File: config.mk
export PLATFORM = sky130hd
export DESIGN_NAME = vehicle_level_controller
export DESIGN_NICKNAME = d
export VERILOG_FILES = /design/src/rtl/vehicle_level_controller_pkg.sv /design/src/rtl/vehicle_tick_divider.sv /design/src/rtl/vehicle_level_controller.sv
export SDC_FILE = /design/constraint.sdc
export NUM_CORES = 1
export LEC_CHECK = 0
export ABC_AREA = 1
export BUFFER_PORTS_ARGS = -buffer_cell sky130_fd_sc_hd__buf_2
export CORE_MARGIN = 4
export CORE_UTILIZATION = 40
export DETAILED_ROUTE_END_ITERATION = 10
export HOLD_SLACK_MARGIN = 0.03
export SETUP_SLACK_MARGIN = 0.3
export SYNTH_ARGS = -nofsm -noshare
export SYNTH_HDL_FRONTEND = slang
export SYNTH_SLANG_ARGS = --single-unit
File: constraint.sdc
create_clock -name CNV_CLOCK -period 3.9 [get_ports CNV_CLOCK]
set_input_delay 0.585 -clock CNV_CLOCK [delete_from_list [all_inputs] [get_ports CNV_CLOCK]]
set_output_delay 0.585 -clock CNV_CLOCK [all_outputs]
set_load 0.01 [all_outputs]
File: src/rtl/vehicle_level_controller_pkg.sv
// Shared definitions for the vehicle-lane level controller: FSM encodings,
// top level number and the per-level shift period.
package vehicle_level_controller_pkg;

  typedef enum logic [1:0] {
    StIdle    = 2'd0,
    StRun     = 2'd1,
    StAdvance = 2'd2,
    StOver    = 2'd3
  } state_e;

  localparam int unsigned LEVEL_MAX = 3;

  // Each level halves the shift period.
  function automatic int unsigned shift_period(input int unsigned base, input int unsigned lvl);
    return base >> lvl;
  endfunction

endpackage

File: src/rtl/vehicle_tick_divider.sv
// Down-counter producing a one-cycle tick every period_i enabled cycles.
module vehicle_tick_divider #(
  parameter int unsigned DATAWIDTH_DIV = 24
) (
  input  logic                     clk_i,
  input  logic                     rst_ni,
  input  logic                     load_i,
  input  logic                     en_i,
  input  logic [DATAWIDTH_DIV-1:0] period_i,
  output logic                     tick_o
);

  logic [DATAWIDTH_DIV-1:0] cnt_q, cnt_d;
  logic                     zero;

  assign zero   = (cnt_q == '0);
  assign tick_o = en_i & ~load_i & zero;

  always_comb begin
    cnt_d = cnt_q;
    if (load_i) begin
      cnt_d = period_i - DATAWIDTH_DIV'(1);
    end else if (en_i) begin
      cnt_d = zero ? (period_i - DATAWIDTH_DIV'(1)) : (cnt_q - DATAWIDTH_DIV'(1));
    end
  end

  always_ff @(posedge clk_i or negedge rst_ni) begin
    if (!rst_ni) begin
      cnt_q <= '0;
    end else begin
      cnt_q <= cnt_d;
    end
  end

endmodule

File: src/rtl/vehicle_level_controller.sv
// Game-progress FSM driving the lane pattern block: difficulty level (NV)
// and registered lane-shift strobe (CN).
module vehicle_level_controller
  import vehicle_level_controller_pkg::*;
#(
  parameter int unsigned DATAWIDTH_NVL = 2,
  parameter int unsigned DATAWIDTH_DIV = 24,
  parameter int unsigned BASE_DIV      = 12500000
) (
  input  logic                     CNV_CLOCK,
  input  logic                     CNV_RESET,
  input  logic                     CNV_START_IN,
  input  logic                     CNV_GOAL_IN,
  input  logic                     CNV_CRASH_IN,
  input  logic                     CNV_PAUSE_IN,
  output logic [DATAWIDTH_NVL-1:0] CNV_NV_OUT,
  output logic                     CNV_CN_OUT,
  output logic [1:0]               CNV_STATE_OUT,
  output logic                     CNV_WIN_OUT
);

  state_e                   state_q, state_d;
  logic [DATAWIDTH_NVL-1:0] level_q, level_d;
  logic                     cn_q, cn_d;
  logic                     win_q, win_d;
  logic                     div_load, div_en, div_tick;
  logic [DATAWIDTH_DIV-1:0] div_period;

  // Period follows the next-state level so loads on START/GOAL use the new level.
  assign div_period = DATAWIDTH_DIV'(shift_period(BASE_DIV, 32'(level_d)));

  always_comb begin
    state_d  = state_q;
    level_d  = level_q;
    win_d    = win_q;
    cn_d     = 1'b0;
    div_load = 1'b0;
    div_en   = 1'b0;
    unique case (state_q)
      StIdle, StOver: begin
        if (CNV_START_IN) begin
          state_d  = StRun;
          level_d  = '0;
          win_d    = 1'b0;
          div_load = 1'b1;
        end
      end
      StRun: begin
        if (CNV_CRASH_IN) begin
          state_d = StOver;
          win_d   = 1'b0;
        end else if (CNV_GOAL_IN) begin
          if (level_q == DATAWIDTH_NVL'(LEVEL_MAX)) begin
            state_d = StOver;
            win_d   = 1'b1;
          end else begin
            state_d  = StAdvance;
            level_d  = level_q + DATAWIDTH_NVL'(1);
            div_load = 1'b1;
          end
        end else if (!CNV_PAUSE_IN) begin
          div_en = 1'b1;
          cn_d   = div_tick;
        end
      end
      StAdvance: begin
        // Reload again so the first period at the new level starts on return to RUN.
        state_d  = StRun;
        div_load = 1'b1;
      end
      default: state_d = StIdle;
    endcase
  end

  always_ff @(posedge CNV_CLOCK or negedge CNV_RESET) begin
    if (!CNV_RESET) begin
      state_q <= StIdle;
      level_q <= '0;
      cn_q    <= 1'b0;
      win_q   <= 1'b0;
    end else begin
      state_q <= state_d;
      level_q <= level_d;
      cn_q    <= cn_d;
      win_q   <= win_d;
    end
  end

  vehicle_tick_divider #(
    .DATAWIDTH_DIV(DATAWIDTH_DIV)
  ) u_tick_divider (
    .clk_i   (CNV_CLOCK),
    .rst_ni  (CNV_RESET),
    .load_i  (div_load),
    .en_i    (div_en),
    .period_i(div_period),
    .tick_o  (div_tick)
  );

  assign CNV_NV_OUT    = level_q;
  assign CNV_CN_OUT    = cn_q;
  assign CNV_STATE_OUT = state_q;
  assign CNV_WIN_OUT   = win_q;

endmodule

---- Yosys cells after proc, flatten, opt, wreduce, memory -nomap -nowiden ----
Index checks and enable logic that the tools add are counted.
storage, ports and cells
  flip-flop bits (word level) ............. 30
  bits in latches ......................... 0
  bits in writable memories ............... 0
  memory bits (read-only) ................. 0
  bits of input ports ..................... 6
  output and inout bits ................... 6
  logic and storage cells ................. 57
  memories kept ........................... 0
operators by class
  add/subtract/negate cells ............... 3
  multipliers ............................. 0
  divide/modulo/power cells ............... 0
  magnitude comparators ................... 0
  equality and inequality tests ........... 7
  shifts and indexed selects .............. 1
  multiplexer cells ....................... 31
  bitwise logic cells ..................... 3
  reductions and logical operators ........ 7
operators with widths
  cell                   number
  $mux 24                3
  $sub 24x1->24 const B  2
  $logic_not 24->1       1
  $shr 24x2->24 const A  1
  $mux 1                 17
  $mux 2                 7
  $eq 2x2->1 const B     3
  $ne 3x3->1 const B     2
  $pmux 2 s3             1
  $pmux 2 s2             1
  $reduce_and 4->1       1
  $reduce_bool 2->1      2
  $pmux 1 s3             1
  $add 2x1->2 const B    1
  $and 1x1->1            2
  $eq 2x1->1 const B     1
  $logic_not 2->1        1
  $ne 2x2->1 const B     1
  $pmux 1 s2             1
  $reduce_and 2->1       1
  $reduce_or 2->1        1
  $not 1->1              1

---- Depth between registers and ports, before layout ----
Gate-level depths: netlist of the first run.
  depth in word-level cells ............... 12
  mapped depth ............................ 15
  depth with buffers taken out ............ 15

---- Modules after synthesis ----
From an unflattened synthesis of the first run, not the netlist that was laid out.
unflattened totals
  cells, all modules ...................... 495
  area total of the unflattened synthesis .. 2990.4 um^2
by module, submodules not included
  module                    times used  cells an instance  area each (um^2)  seq. area each (um^2)
  vehicle_tick_divider      1           428                2562.5            600.6
  vehicle_level_controller  1           67                 427.9             150.1

---- Worst setup path before layout of the first run ----
No wires, ideal clock.
  kind .................................... flip-flop to flip-flop
  from .................................... register state_q[0] (netlist: CNV_STATE_OUT[0])
  to ...................................... register u_tick_divider.cnt_q[3]
  setup time .............................. 117 ps
  data arrival time ....................... 1738 ps
  required time ........................... 3783 ps
  path slack .............................. 2045 ps
  cell stages (with the launch flop) ...... 13
  path buffers ............................ 0
  period minus slack after synthesis ...... 1855 ps
  cells stage by stage .................... dfrtp_1 > inv_1 > ha_1 > nand2_1 > nand2_1 > nand2_1 > nand2_1 > nor2_1 > inv_1 > ha_1 > nand2_1 > nand3_1 > nand2_1
on the way
  word-level cells in the longest chain between the ends .. 8
  elaborated cells between the ends (all ways) .. 14
  those cells by class .................... add/sub (1); eq/ne (3); shift (1); mux (6); reduce/logical (3)
ends and longest elaborated chain
  what                                                  line                                                    text
  start, declared                                       vehicle_level_controller.sv:22                          state_e state_q, state_d;
  start signal, assigned                                vehicle_level_controller.sv:77                          state_q <= StIdle;
  start signal, assigned                                vehicle_level_controller.sv:82                          state_q <= state_d;
  $eq 2x2->1 / $logic_not 2->1 (equally long branches)  vehicle_level_controller.sv:39                          unique case (state_q)
  $reduce_or 2->1                                       vehicle_level_controller.sv:39
  $pmux 2 s2                                            vehicle_level_controller.sv:39
  $shr 24x2->24                                         vehicle_level_controller_pkg.sv:16                      return base >> lvl;
  $sub 24x1->24                                         vehicle_tick_divider.sv:22, vehicle_tick_divider.sv:24
  $mux 24                                               vehicle_tick_divider.sv:24                              cnt_d = zero ? (period_i - DATAWIDTH_DIV'(1)) : (cnt_q - DATAWIDTH_DIV'(1));
  $mux 24                                               vehicle_tick_divider.sv:23                              end else if (en_i) begin
  $mux 24                                               vehicle_tick_divider.sv:21                              if (load_i) begin
  end signal, assigned                                  vehicle_tick_divider.sv:32                              cnt_q <= cnt_d;
  end, declared                                         vehicle_tick_divider.sv:13                              logic [DATAWIDTH_DIV-1:0] cnt_q, cnt_d;
Several ways; a longest one is shown, not always the timed one. The select of a mux whose other input is x is not followed.
A chain may end at the register's enable or synchronous reset.

---- Worst setup path after layout of the first run ----
  from .................................... register state_q[1] (netlist: CNV_STATE_OUT[1])
  to ...................................... register u_tick_divider.cnt_q[12]
The elaborated chain is that of the path after synthesis.

==> results of run 1 <==
[worst max-delay path by stage]
| stage | start | cells after the start | to | slack [ps] |
|---|---|---|---|---|
| after floorplan | CNV_STATE_OUT[0] | 12 | u_tick_divider.cnt_q[3] | 2040 |
| after global placement | CNV_CRASH_IN | 10 | u_tick_divider.cnt_q[12] | 1670 |
| after detailed placement | CNV_CRASH_IN | 10 | u_tick_divider.cnt_q[12] | 1560 |
| after CTS | CNV_STATE_OUT[1] | 10 | u_tick_divider.cnt_q[12] | 1570 |
| after global routing | CNV_STATE_OUT[1] | 10 | u_tick_divider.cnt_q[12] | 1260 |
| final | CNV_STATE_OUT[1] | 10 | u_tick_divider.cnt_q[12] | 1560 |
[per-layer routing]
| metal | vias up | GRT usage |
|---|---|---|
| li1 | 1080 | - |
| met1 | 961 | 0.265 |
| met2 | 22 | 0.302 |
| met3 | 7 | 0.0423 |
| met4 | 0 | 0.0631 |
| met5 | - | 0 |
[final cells by class]
type / instances / share of cell area
timing repair buffer: 11 / 0.0229
clock buffer: 6 / 0.0343
inverter: 37 / 0.0577
tap: 70 / 0.0364
sequential: 30 / 0.312
multi-input combinational: 263 / 0.537
[registers in the layout (all words and copies together), names as in the netlist]
register / flops
CNV_STATE_OUT: 2
CNV_WIN_OUT: 1
u_tick_divider.cnt_q: 24
CNV_CN_OUT: 1
CNV_NV_OUT: 2
[placed cells by master (no fill, tap or decap)]
cell type	instances
nand3_2	2
clkbuf_8	6
inv_1	36
nand2_4	3
nor2_4	5
nor4_1	1
o22ai_1	1
a31oi_1	1
nand4_1	8
nand2_1	116
xor2_1	7
nand2_2	4
dfrtp_1	30
inv_2	1
xnor2_1	2
o21ai_0	10
o21ai_1	1
nor3_2	1
nand3_1	25
nand3_4	1
nand3b_1	3
nor2_2	7
buf_2	11
nor2_1	49
nor3_1	2
ha_1	5
a21oi_1	9
[synthesized netlist by cell type (4+ instances only)]
master   number  area share
nor2_2        7       0.020
nand2_2       4       0.011
ha_1          5       0.028
nand4_1       8       0.023
nor2_1       49       0.083
inv_1        36       0.061
nand3_1      25       0.056
o21ai_0      10       0.023
dfrtp_1      30        0.34
xor2_1        7       0.028
nand2_1     116        0.20
a21oi_1       9       0.020
nor2_4        5       0.025
[power groups by stage]
stage | logic, mW | clock network (mW) | registers [mW]
floorplan | 0.825 | 0 | 0.537
global placement | 1.01 | 0 | 0.558
detailed placement | 1.02 | 0 | 0.558
CTS | 1.02 | 0.263 | 0.553
global route | 1.18 | 0.281 | 0.571
finish | 1.02 | 0.260 | 0.553
[critical path, delay by kind of cell, from the launching register on]
kind                       cells  cell delay (ps)
and+or+nand+nor                5              830
buffers and inverters          3              530
DFF                            1              390
adders and majority gates      1              280
AOI/OAI and AO/OA              1              260
[per-stage QoR]
stage	instance area (um^2)	hold slack, ps	setup slack (ps)
floorplan	2220	289	2040
global placement	2330	471	1670
detailed placement	2330	503	1560
CTS	2410	375	1570
global route	2410	399	1260
finish	2410	329	1560
[kinds of logic (layout without fill, tap and decap cells)]
kind of cell	after synthesis	count (layout)	synth area share
AOI/OAI and AO/OA	22	22	0.0508
DFF	30	30	0.338
and+or+nand+nor	227	227	0.469
xor gates and xnor gates	9	9	0.0355
buffers and inverters	41	54	0.0784
adders and majority gates	5	5	0.0282
==> out/metrics.cfg, run 1 <==
[run_status]
status = complete, no violations

[sta]
rsz0062_at_grt = false
period_minus_slack_ps = 2340
clock_skew_ps = 11.8
hold_viol_final = 0
tightest_slew_ps = 704
fmax_mhz = 428
relSlewSlack = 0.531
finalSetupViolCount = 0
drv_slew = 0
timing.final.crit_share = 0.599
fin_tns_setup_ps = 0

[clocking]
cts_setup_buffers = 0
clkLatencyLatePin_ps = 290
cts_tree = yes
clock_path_buffers = 2
clk_pin_slew_worst_paths_ps = 70
cts_root_buf = clkbuf_8
cts_resized = 0
h-tree-depth = 2
cts_inserted_buffers = 5
cts_sinks = 30
hold_buffers = 0

[setup_path]
cp_slowest_cell = dfrtp_1
critical_path_class = flop to flop
end_kind = flop
critPathRequiredTime_ps = 4140
worst-path-max-fanout = 24
worstPathCellList = inv_1 > ha_1 > nand3_1 > nor2_2 > inv_1 > nand2_2 > inv_1 > a21oi_1 > nand2_1 > nand2_1
critPathMostFrequentCell = inv_1
arrival_ps = 2570
r2r_slack_ps = 1560
worstReg2RegStart = CNV_STATE_OUT[1]
ff2ff_path_depth = 10
cp-start-kind = flop
cp_slowest_stage_delay_ps = 390
worstReg2RegEnd = u_tick_divider.cnt_q[12]

[yosys]
synth_nets = 345
synth_flop_cell = dfrtp_1
synth_edf_count = 0
async_flop_share = 1.00
ys_ff_latch = 30
yosysUniqueCellTypes = 28
ys_warn_count = 0
ys_seq_area_frac = 0.338
avgSynthCellArea_um2 = 6.64
syn_inst = 334
netlist_area_mm2 = 0.00222

[pwr]
p_clk_frac = 0.142
p_leak_nw = 1.19
p_total_mw = 1.84
ir_drop_v = 0.000270
internal_power_uw = 864
seqPwrFrac = 0.301
swShare = 0.529
p_switching_uw = 971
combPwrFrac = 0.557
p_per_area_mw_per_mm2 = 762

[grt]
overflow = 0
grt_pass1_wl_um = 9890
track_usage = 0.194
antenna_found_initial = 0
grt_pass1_vias = 2048
grt_max_degree = 31

[routing]
dr_total_vias = 2070
postRouteAntennaNets = 0
met3_length_um = 181
drc = 0
wl_per_cell_um = 13.3
drtIter0Drc = 261
totalWireLength_um = 5530
topRoutingLayerUsed = met4
routed_via_density = 4.96
drt_pre_antenna_iters = 4
wl_met2_um = 2560
met1Wirelength_um = 2730

[floorplan]
num_io_pins = 12
die_y_um = 82.5
fp-row-count = 26
die_area_mm2 = 0.00680
die_x_um = 82.5
start_util = 0.424
core_mm2 = 0.00524

[layout]
regArea_um2 = 751
nFillCells = 542
final_core_util = 0.460
antenna_cells = 0
synthToLayoutAreaGrowth_pct = 8.57
drive_above_1_share = 0.118
multiInputGateArea_mm2 = 0.00129
stdcell_count = 417
nNetsFinal = 359

[placement]
place.gp.congestion = 0.852
place_inst = 411
portBuffers = 11
hpwl_um = 4170

[job]
maxCapViolations = 0

[min_path]
min_path_type = primary input to async pin

No activity file was read; power rests on OpenSTA's default activity.
==> run 2, diff against run 1 <==
==> constraint.sdc (replaced) <==
create_clock -name CNV_CLOCK -period 2.3 [get_ports CNV_CLOCK]
set_input_delay 0.345 -clock CNV_CLOCK [delete_from_list [all_inputs] [get_ports CNV_CLOCK]]
set_output_delay 0.345 -clock CNV_CLOCK [all_outputs]
set_load 0.01 [all_outputs]
==> run 2 against run 1 <==
Sequential share of layout area shrank 0.85 points. Total power grew 79%. Via count grew 1.7%. Final cell count grew 0.96%. Sequential power grew 73%. First-iteration DRC count shrank 55%. Flip-flop and latch count is the same. Maximum frequency grew 27%. Utilization grew 1.4 points. Register-to-register slack lost 1100 ps. Critical path depth grew 3. Critical path type unchanged. Largest cell class unchanged. Highest routed layer unchanged.
==> out/metrics.cfg, run 2 (synthesis gave the netlist of run 1 again) <==
[run_status]
status = complete, no violations  ; unchanged

[setup_path]
critPathCapture = u_tick_divider.cnt_q[3]  ; was u_tick_divider.cnt_q[12]
critical_path_class = flop to flop  ; unchanged
ff2ff_path_depth = 13  ; was 10
r2r_slack_ps = 460  ; was 1560 ps
path_delay_family = simple AND/OR/NAND/NOR gates  ; unchanged
worstPathCellList = inv_2 > ha_4 > nand2_2 > nand2_1 > nor2_1 > inv_1 > nand2_2 > inv_2 > nand2_1 > ha_1 > nand2_1 > nand3_1 > nand2_1  ; was inv_1 > ha_1 > nand3_1 > nor2_2 > inv_1 > nand2_2 > inv_1 > a21oi_1 > nand2_1 > nand2_1
critPathMostFrequentCell = nand2_1  ; was inv_1
worst-path-max-fanout = 4  ; was 24
critPathRequiredTime_ps = 2480  ; was 4140 ps
path_depth = 13  ; was 10
worstReg2RegEnd = u_tick_divider.cnt_q[3]  ; was u_tick_divider.cnt_q[12]
worstReg2RegStart = CNV_STATE_OUT[0]  ; was CNV_STATE_OUT[1]
arrival_ps = 2010  ; was 2570 ps
crit_start = CNV_STATE_OUT[0]  ; was CNV_STATE_OUT[1]
critPathBufInv = 3  ; unchanged
cp_slowest_cell = dfrtp_2  ; was dfrtp_1
end_kind = flop  ; unchanged
cp_slowest_stage_delay_ps = 410  ; was 390 ps
cp-start-kind = flop  ; unchanged

[floorplan]
die_area_mm2 = 0.00680  ; unchanged
die_x_um = 82.5  ; unchanged
fp-row-count = 26  ; unchanged
start_util = 0.424  ; unchanged
num_io_pins = 12  ; unchanged
die_y_um = 82.5  ; unchanged
core_mm2 = 0.00524  ; unchanged

[clocking]
h-tree-depth = 2  ; unchanged
clk_pin_slew_worst_paths_ps = 70  ; about the same
cts_root_buf = clkbuf_8  ; unchanged
clock_path_buffers = 2  ; unchanged
cts_sinks = 30  ; unchanged
clkLatencyLatePin_ps = 290  ; about the same
cts_tree = yes  ; unchanged
cts_inserted_buffers = 5  ; unchanged

[sta]
relSlewSlack = 0.522  ; was 0.531
hold_viol_final = 0  ; unchanged
clock_skew_ps = 6.90  ; was 11.8 ps
layout_setup_ws_ps = 465  ; was 1560 ps
whs_ps = 108  ; was 329 ps
drv_slew = 0  ; unchanged
tightest_slew_ps = 717  ; was 704 ps
period_minus_slack_ps = 1840  ; was 2340 ps
fin_tns_setup_ps = 0  ; unchanged
finalSetupViolCount = 0  ; unchanged
rsz0062_at_grt = false  ; unchanged
timing.final.crit_share = 0.798  ; was 0.599
fmax_mhz = 545  ; was 428 MHz

[layout]
final_common_cell = nand2_1  ; unchanged
antenna_cells = 0  ; unchanged
nFillCells = 547  ; was 542
final_cell_mix = nand2_1 (113), nor2_1 (47), inv_1 (34), dfrtp_1 (29), nand3_1 (25)  ; was nand2_1 (116), nor2_1 (49), inv_1 (36), dfrtp_1 (30), nand3_1 (25)
synthToLayoutAreaGrowth_pct = 11.8  ; was 8.57%
drive_above_1_share = 0.154  ; was 0.118
largest-register = u_tick_divider.cnt_q  ; unchanged
multiInputGateArea_mm2 = 0.00134  ; was 0.00129 mm^2
nNetsFinal = 361  ; was 359
largest_reg_flops = 24  ; unchanged
fin_area_mm2 = 0.00248  ; was 0.00241 mm^2
regArea_um2 = 752  ; was 751 um^2

[min_path]
min_path_type = primary input to async pin  ; unchanged

[pwr]
internal_power_mw = 1.57  ; was 864 uW
p_total_mw = 3.28  ; was 1.84 mW
seqPwrFrac = 0.292  ; was 0.301
p_leak_nw = 1.20  ; was 1.19 nW
combPwrFrac = 0.570  ; was 0.557
swShare = 0.520  ; was 0.529
p_per_area_mw_per_mm2 = 1320  ; was 762 mW/mm^2
p_clk_frac = 0.138  ; was 0.142
ir_drop_v = 0.000646  ; was 0.000270 V
p_switching_mw = 1.70  ; was 971 uW

[routing]
drt_pre_antenna_iters = 5  ; was 4
totalWireLength_um = 5610  ; was 5530 um
drc = 0  ; unchanged
drtIter0Drc = 118  ; was 261
dr_total_vias = 2105  ; was 2070
postRouteAntennaNets = 0  ; unchanged
wl_per_cell_um = 13.3  ; about the same
routed_via_density = 5.00  ; was 4.96

[grt]
track_usage = 0.191  ; was 0.194
overflow = 0  ; unchanged
grt_max_degree = 31  ; unchanged
grt_pass1_wl_um = 9730  ; was 9890 um
grt_pass1_vias = 2074  ; was 2048
antenna_found_initial = 0  ; unchanged

[job]
maxCapViolations = 0  ; unchanged

[placement]
hpwl_um = 4310  ; was 4170 um
place.gp.congestion = 0.838  ; was 0.852
portBuffers = 11  ; unchanged
placed_cell_area_mm2 = 0.00234  ; was 0.00233 mm^2
place_ws_ps = 307  ; was 1560 ps

run 2: cell count changes in the layout (fill, tap and decap cells not counted), sizes merged:
| cell | change |
|---|---|
| clkbuf | +1 |
| buf | +2 |
| clkinv | +1 |
run 2: metrics by stage:
| stage | instances | utilization |
|---|---|---|
| 2_1_floorplan | 334 | - |
| 3_3_place_gp | 413 | 0.447 |
| 3_5_place_dp | 413 | 0.447 |
| 4_1_cts | 421 | 0.465 |
| 5_1_grt | 421 | 0.473 |
| 6_report | 421 | 0.473 |
run 2: how the worst min path moves through the flow:
| stage | cells past startpoint | endpoint | from | slack [ps] |
|---|---|---|---|---|
| final | 1 | u_tick_divider.cnt_q[14] | CNV_RESET | 110 |
| after global placement | 1 | u_tick_divider.cnt_q[12] | CNV_RESET | 440 |
| after floorplan | 0 | CNV_CN_OUT | CNV_RESET | 50 |
| after CTS | 1 | CNV_NV_OUT[0] | CNV_RESET | 130 |
| after global routing | 1 | CNV_NV_OUT[0] | CNV_RESET | 180 |
| after detailed placement | 1 | u_tick_divider.cnt_q[12] | CNV_RESET | 440 |
run 2: cell type report:
type	count	area share
well taps	70	0.0353
clock inverters	1	0.00202
clock buffers	7	0.0348
flip-flops and latches	30	0.303
repair buffers	13	0.0298
inverters	37	0.0560
multi-input cells	263	0.539
run 2: worst register-to-register path: stages, from the launching register on:
cell and delay (ps):
dfrtp_2 410, inv_2 60, ha_4 270, nand2_2 70, nand2_1 90, nor2_1 50
inv_1 60, nand2_2 80, inv_2 90, nand2_1 90, ha_1 280, nand2_1 50
nand3_1 90, nand2_1 50
run 2: repair_timing:
action	4_1_cts	5_1_grt
resized for setup	1	12
hold buffers	0	0
pin swaps	0	1
setup endpoints to repair	1	21
setup buffers	0	0
run 2: power groups by stage:
stage / sequential [mW] / clock (mW) / combinational (mW)
final: 0.958 / 0.452 / 1.87
after global routing: 0.988 / 0.496 / 2.12
after CTS: 0.945 / 0.465 / 1.80
after detailed placement: 0.957 / 0 / 1.79
after global placement: 0.954 / 0 / 1.79
after floorplan: 0.911 / 0 / 1.40
run 2: per-layer routing:
| metal | GRT usage | part of all wire | vias to the layer above |
|---|---|---|---|
| li1 | - | - | 1082 |
| met2 | 0.300 | 0.46 | 31 |
| met1 | 0.254 | 0.48 | 978 |
| met4 | 0.0797 | 0.024 | 0 |
| met3 | 0.0369 | 0.031 | 14 |
| met5 | 0 | 0 | - |
==> run 3, diff against run 2 <==
==> constraint.sdc (replaced) <==
create_clock -name CNV_CLOCK -period 1.8 [get_ports CNV_CLOCK]
set_input_delay 0.27 -clock CNV_CLOCK [delete_from_list [all_inputs] [get_ports CNV_CLOCK]]
set_output_delay 0.27 -clock CNV_CLOCK [all_outputs]
set_load 0.01 [all_outputs]
==> run 3 against run 2 <==
Register-to-register slack worse by 400 ps. Sequential power is 24% higher. Routed wire length is 15% higher. Flip-flop and latch count stayed put. Final area is 24% higher. Non-clock buffer count is 41 higher. Clock power is 23% higher. Hold slack worse by 62 ps. Combinational power is 110% higher. Setup slack worse by 400 ps. Final cell count is 9.5% higher. Global-route usage is 1.6 points higher. Largest cell class unchanged. Largest power group unchanged.
==> out/metrics.cfg, run 3 (synthesis gave the netlist of run 1 again) <==
[routing]
totalWireLength_um = 6460  ; was 5610 um
dr_total_vias = 2282  ; was 2105
postRouteAntennaNets = 0  ; unchanged
routed_via_density = 4.95  ; was 5.00
wl_per_cell_um = 14.0  ; was 13.3 um
drt_pre_antenna_iters = 4  ; was 5
drc = 0  ; unchanged
drtIter0Drc = 147  ; was 118

[setup_path]
critPathRequiredTime_ps = 1980  ; was 2480 ps
arrival_ps = 1910  ; was 2010 ps
worst-path-max-fanout = 6  ; was 4
worstPathCellList = inv_2 > ha_4 > nand2_2 > inv_1 > nand2_1 > nand2_2 > nand2_2 > inv_2 > nand2_4 > ha_4 > nand2_2 > nand3_2 > nand2_1  ; was inv_2 > ha_4 > nand2_2 > nand2_1 > nor2_1 > inv_1 > nand2_2 > inv_2 > nand2_1 > ha_1 > nand2_1 > nand3_1 > nand2_1
ff2ff_path_depth = 13  ; unchanged
cp-start-kind = flop  ; unchanged
cp_slowest_cell = dfrtp_2  ; unchanged
critPathBufInv = 3  ; unchanged
crit_start = CNV_STATE_OUT[1]  ; was CNV_STATE_OUT[0]
critPathMostFrequentCell = nand2_2  ; was nand2_1
cp_slowest_stage_delay_ps = 440  ; was 410 ps
path_delay_family = simple AND/OR/NAND/NOR gates  ; unchanged
critical_path_class = flop to flop  ; unchanged
worstReg2RegStart = CNV_STATE_OUT[1]  ; was CNV_STATE_OUT[0]
r2r_slack_ps = 60  ; was 460 ps
worstReg2RegEnd = u_tick_divider.cnt_q[3]  ; unchanged
end_kind = flop  ; unchanged

[pwr]
p_per_area_mw_per_mm2 = 1830  ; was 1320 mW/mm^2
p_leak_nw = 1.48  ; was 1.20 nW
ir_drop_v = 0.00103  ; was 0.000646 V

[run_status]
status = complete, no violations  ; unchanged

[clocking]
clk_pin_slew_worst_paths_ps = 70  ; about the same
cts_tree = yes  ; unchanged
clkLatencyLatePin_ps = 280  ; was 290 ps
h-tree-depth = 2  ; unchanged
cts_root_buf = clkbuf_8  ; unchanged
cts_inserted_buffers = 5  ; unchanged
clock_path_buffers = 2  ; unchanged
cts_sinks = 30  ; unchanged

[grt]
track_usage = 0.206  ; was 0.191
grtUsageMet1 = 0.287  ; was 0.254
use_met2 = 0.325  ; was 0.300
grt_pass1_vias = 2098  ; was 2074
grt_util_met3 = 0.0380  ; was 0.0369
grt_pass1_wl_um = 10500  ; was 9730 um
antenna_found_initial = 0  ; unchanged
overflow = 0  ; unchanged
grt_max_degree = 31  ; unchanged
grt-busiest-layer = met2  ; unchanged

[sta]
clock_skew_ps = 4.63  ; was 6.90 ps
period_minus_slack_ps = 1740  ; was 1840 ps
rsz0062_at_grt = true  ; was false
timing.final.crit_share = 0.966  ; was 0.798
relSlewSlack = 0.509  ; was 0.522
hold_viol_final = 0  ; unchanged
tightest_slew_ps = 737  ; was 717 ps
finalSetupViolCount = 0  ; unchanged
fmax_mhz = 575  ; was 545 MHz
drv_slew = 0  ; unchanged

[placement]
hpwl_um = 4740  ; was 4310 um
place_inst = 433  ; was 413
portBuffers = 11  ; unchanged
place.gp.congestion = 0.884  ; was 0.838

[layout]
largest_reg_flops = 24  ; unchanged
drive_above_1_share = 0.368  ; was 0.154
largest-register = u_tick_divider.cnt_q  ; unchanged
synthToLayoutAreaGrowth_pct = 38.5  ; was 11.8%
final_core_util = 0.587  ; was 0.473
final_cell_mix = nand2_1 (94), nor2_1 (41), buf_4 (37), dfrtp_1 (28), inv_1 (25)  ; was nand2_1 (113), nor2_1 (47), inv_1 (34), dfrtp_1 (29), nand3_1 (25)
final_common_cell = nand2_1  ; unchanged
nNetsFinal = 402  ; was 361
antenna_cells = 0  ; unchanged
stdcell_count = 461  ; was 421

[min_path]
min_path_type = primary input to async pin  ; unchanged

[floorplan]
die_x_um = 82.5  ; unchanged
core_mm2 = 0.00524  ; unchanged
start_util = 0.424  ; unchanged
die_area_mm2 = 0.00680  ; unchanged
die_y_um = 82.5  ; unchanged
num_io_pins = 12  ; unchanged
fp-row-count = 26  ; unchanged

[job]
maxCapViolations = 0  ; unchanged

==> run 3: cell types whose count changed in the layout (fill, tap and decap cells not counted), moves of 9 or more <==
cell / before / now
buf_4: 1 / 37
inv_1: 34 / 25
nand2_1: 113 / 94
nand2_2: 6 / 17
==> run 3: repair_timing <==
item | CTS | global route
resized for setup | 31 | 51
hold buffers | 0 | 0
endpoints found under the setup margin | 25 | 26
setup buffers | 12 | 9
pin swaps | 17 | 23
==> run 3: metal layers <==
| metal | vias to the layer above | routed length [um] | share of wire |
|---|---|---|---|
| met2 | 30 | 3040 | 0.47 |
| met3 | 12 | 189 | 0.029 |
| met4 | 0 | 94 | 0.015 |
| met5 | - | 0 | 0 |
| met1 | 1072 | 3140 | 0.49 |
| li1 | 1168 | - | - |
==> run 3: worst max-delay path by stage <==
| stage | endpoint | cells after the start |
|---|---|---|
| final | u_tick_divider.cnt_q[3] | 13 |
| after detailed placement | u_tick_divider.cnt_q[3] | 12 |
| after floorplan | u_tick_divider.cnt_q[3] | 13 |
| after global placement | u_tick_divider.cnt_q[3] | 12 |
| after global routing | u_tick_divider.cnt_q[3] | 13 |
| after CTS | u_tick_divider.cnt_q[3] | 13 |
==> run 3: per-stage QoR <==
| stage | hold WS, ps | total power, mW | TNS (ps) | instance area, um^2 | worst slack [ps] |
|---|---|---|---|---|---|
| after floorplan | -25.6 | 3.08 | 0 | 2270 | 133 |
| after global placement | 375 | 3.90 | 0 | 2550 | 31.6 |
| after detailed placement | 377 | 3.93 | 0 | 2550 | 0.429 |
| after CTS | 72.2 | 5.08 | 0 | 2840 | 47.0 |
| after global routing | 112 | 6.08 | -212 | 3070 | -61.6 |
| final | 45.6 | 5.62 | 0 | 3070 | 61.1 |
==> run 3: area by class of cell <==
cell class	count	area, um^2
inverters	37	151
repair buffers	54	409
flip-flops and latches	30	753
multi-input cells	263	1590
well taps	70	87.6
clock buffers	7	86.3
fillers	472	2160
==> run 3: worst reg2reg max path, cell delays in order, from the launching register on <==
cell and delay, ps:
dfrtp_2 440, inv_2 80, ha_4 170, nand2_2 70
inv_1 50, nand2_1 80, nand2_2 90, nand2_2 80
inv_2 110, nand2_4 60, ha_4 260, nand2_2 50
nand3_2 50, nand2_1 50
==> run 3: power breakdown <==
part	switching (mW)	internal, mW
combinational	2.24	1.63
clock	0.255	0.303
sequential	0.272	0.916
total	2.77	2.85
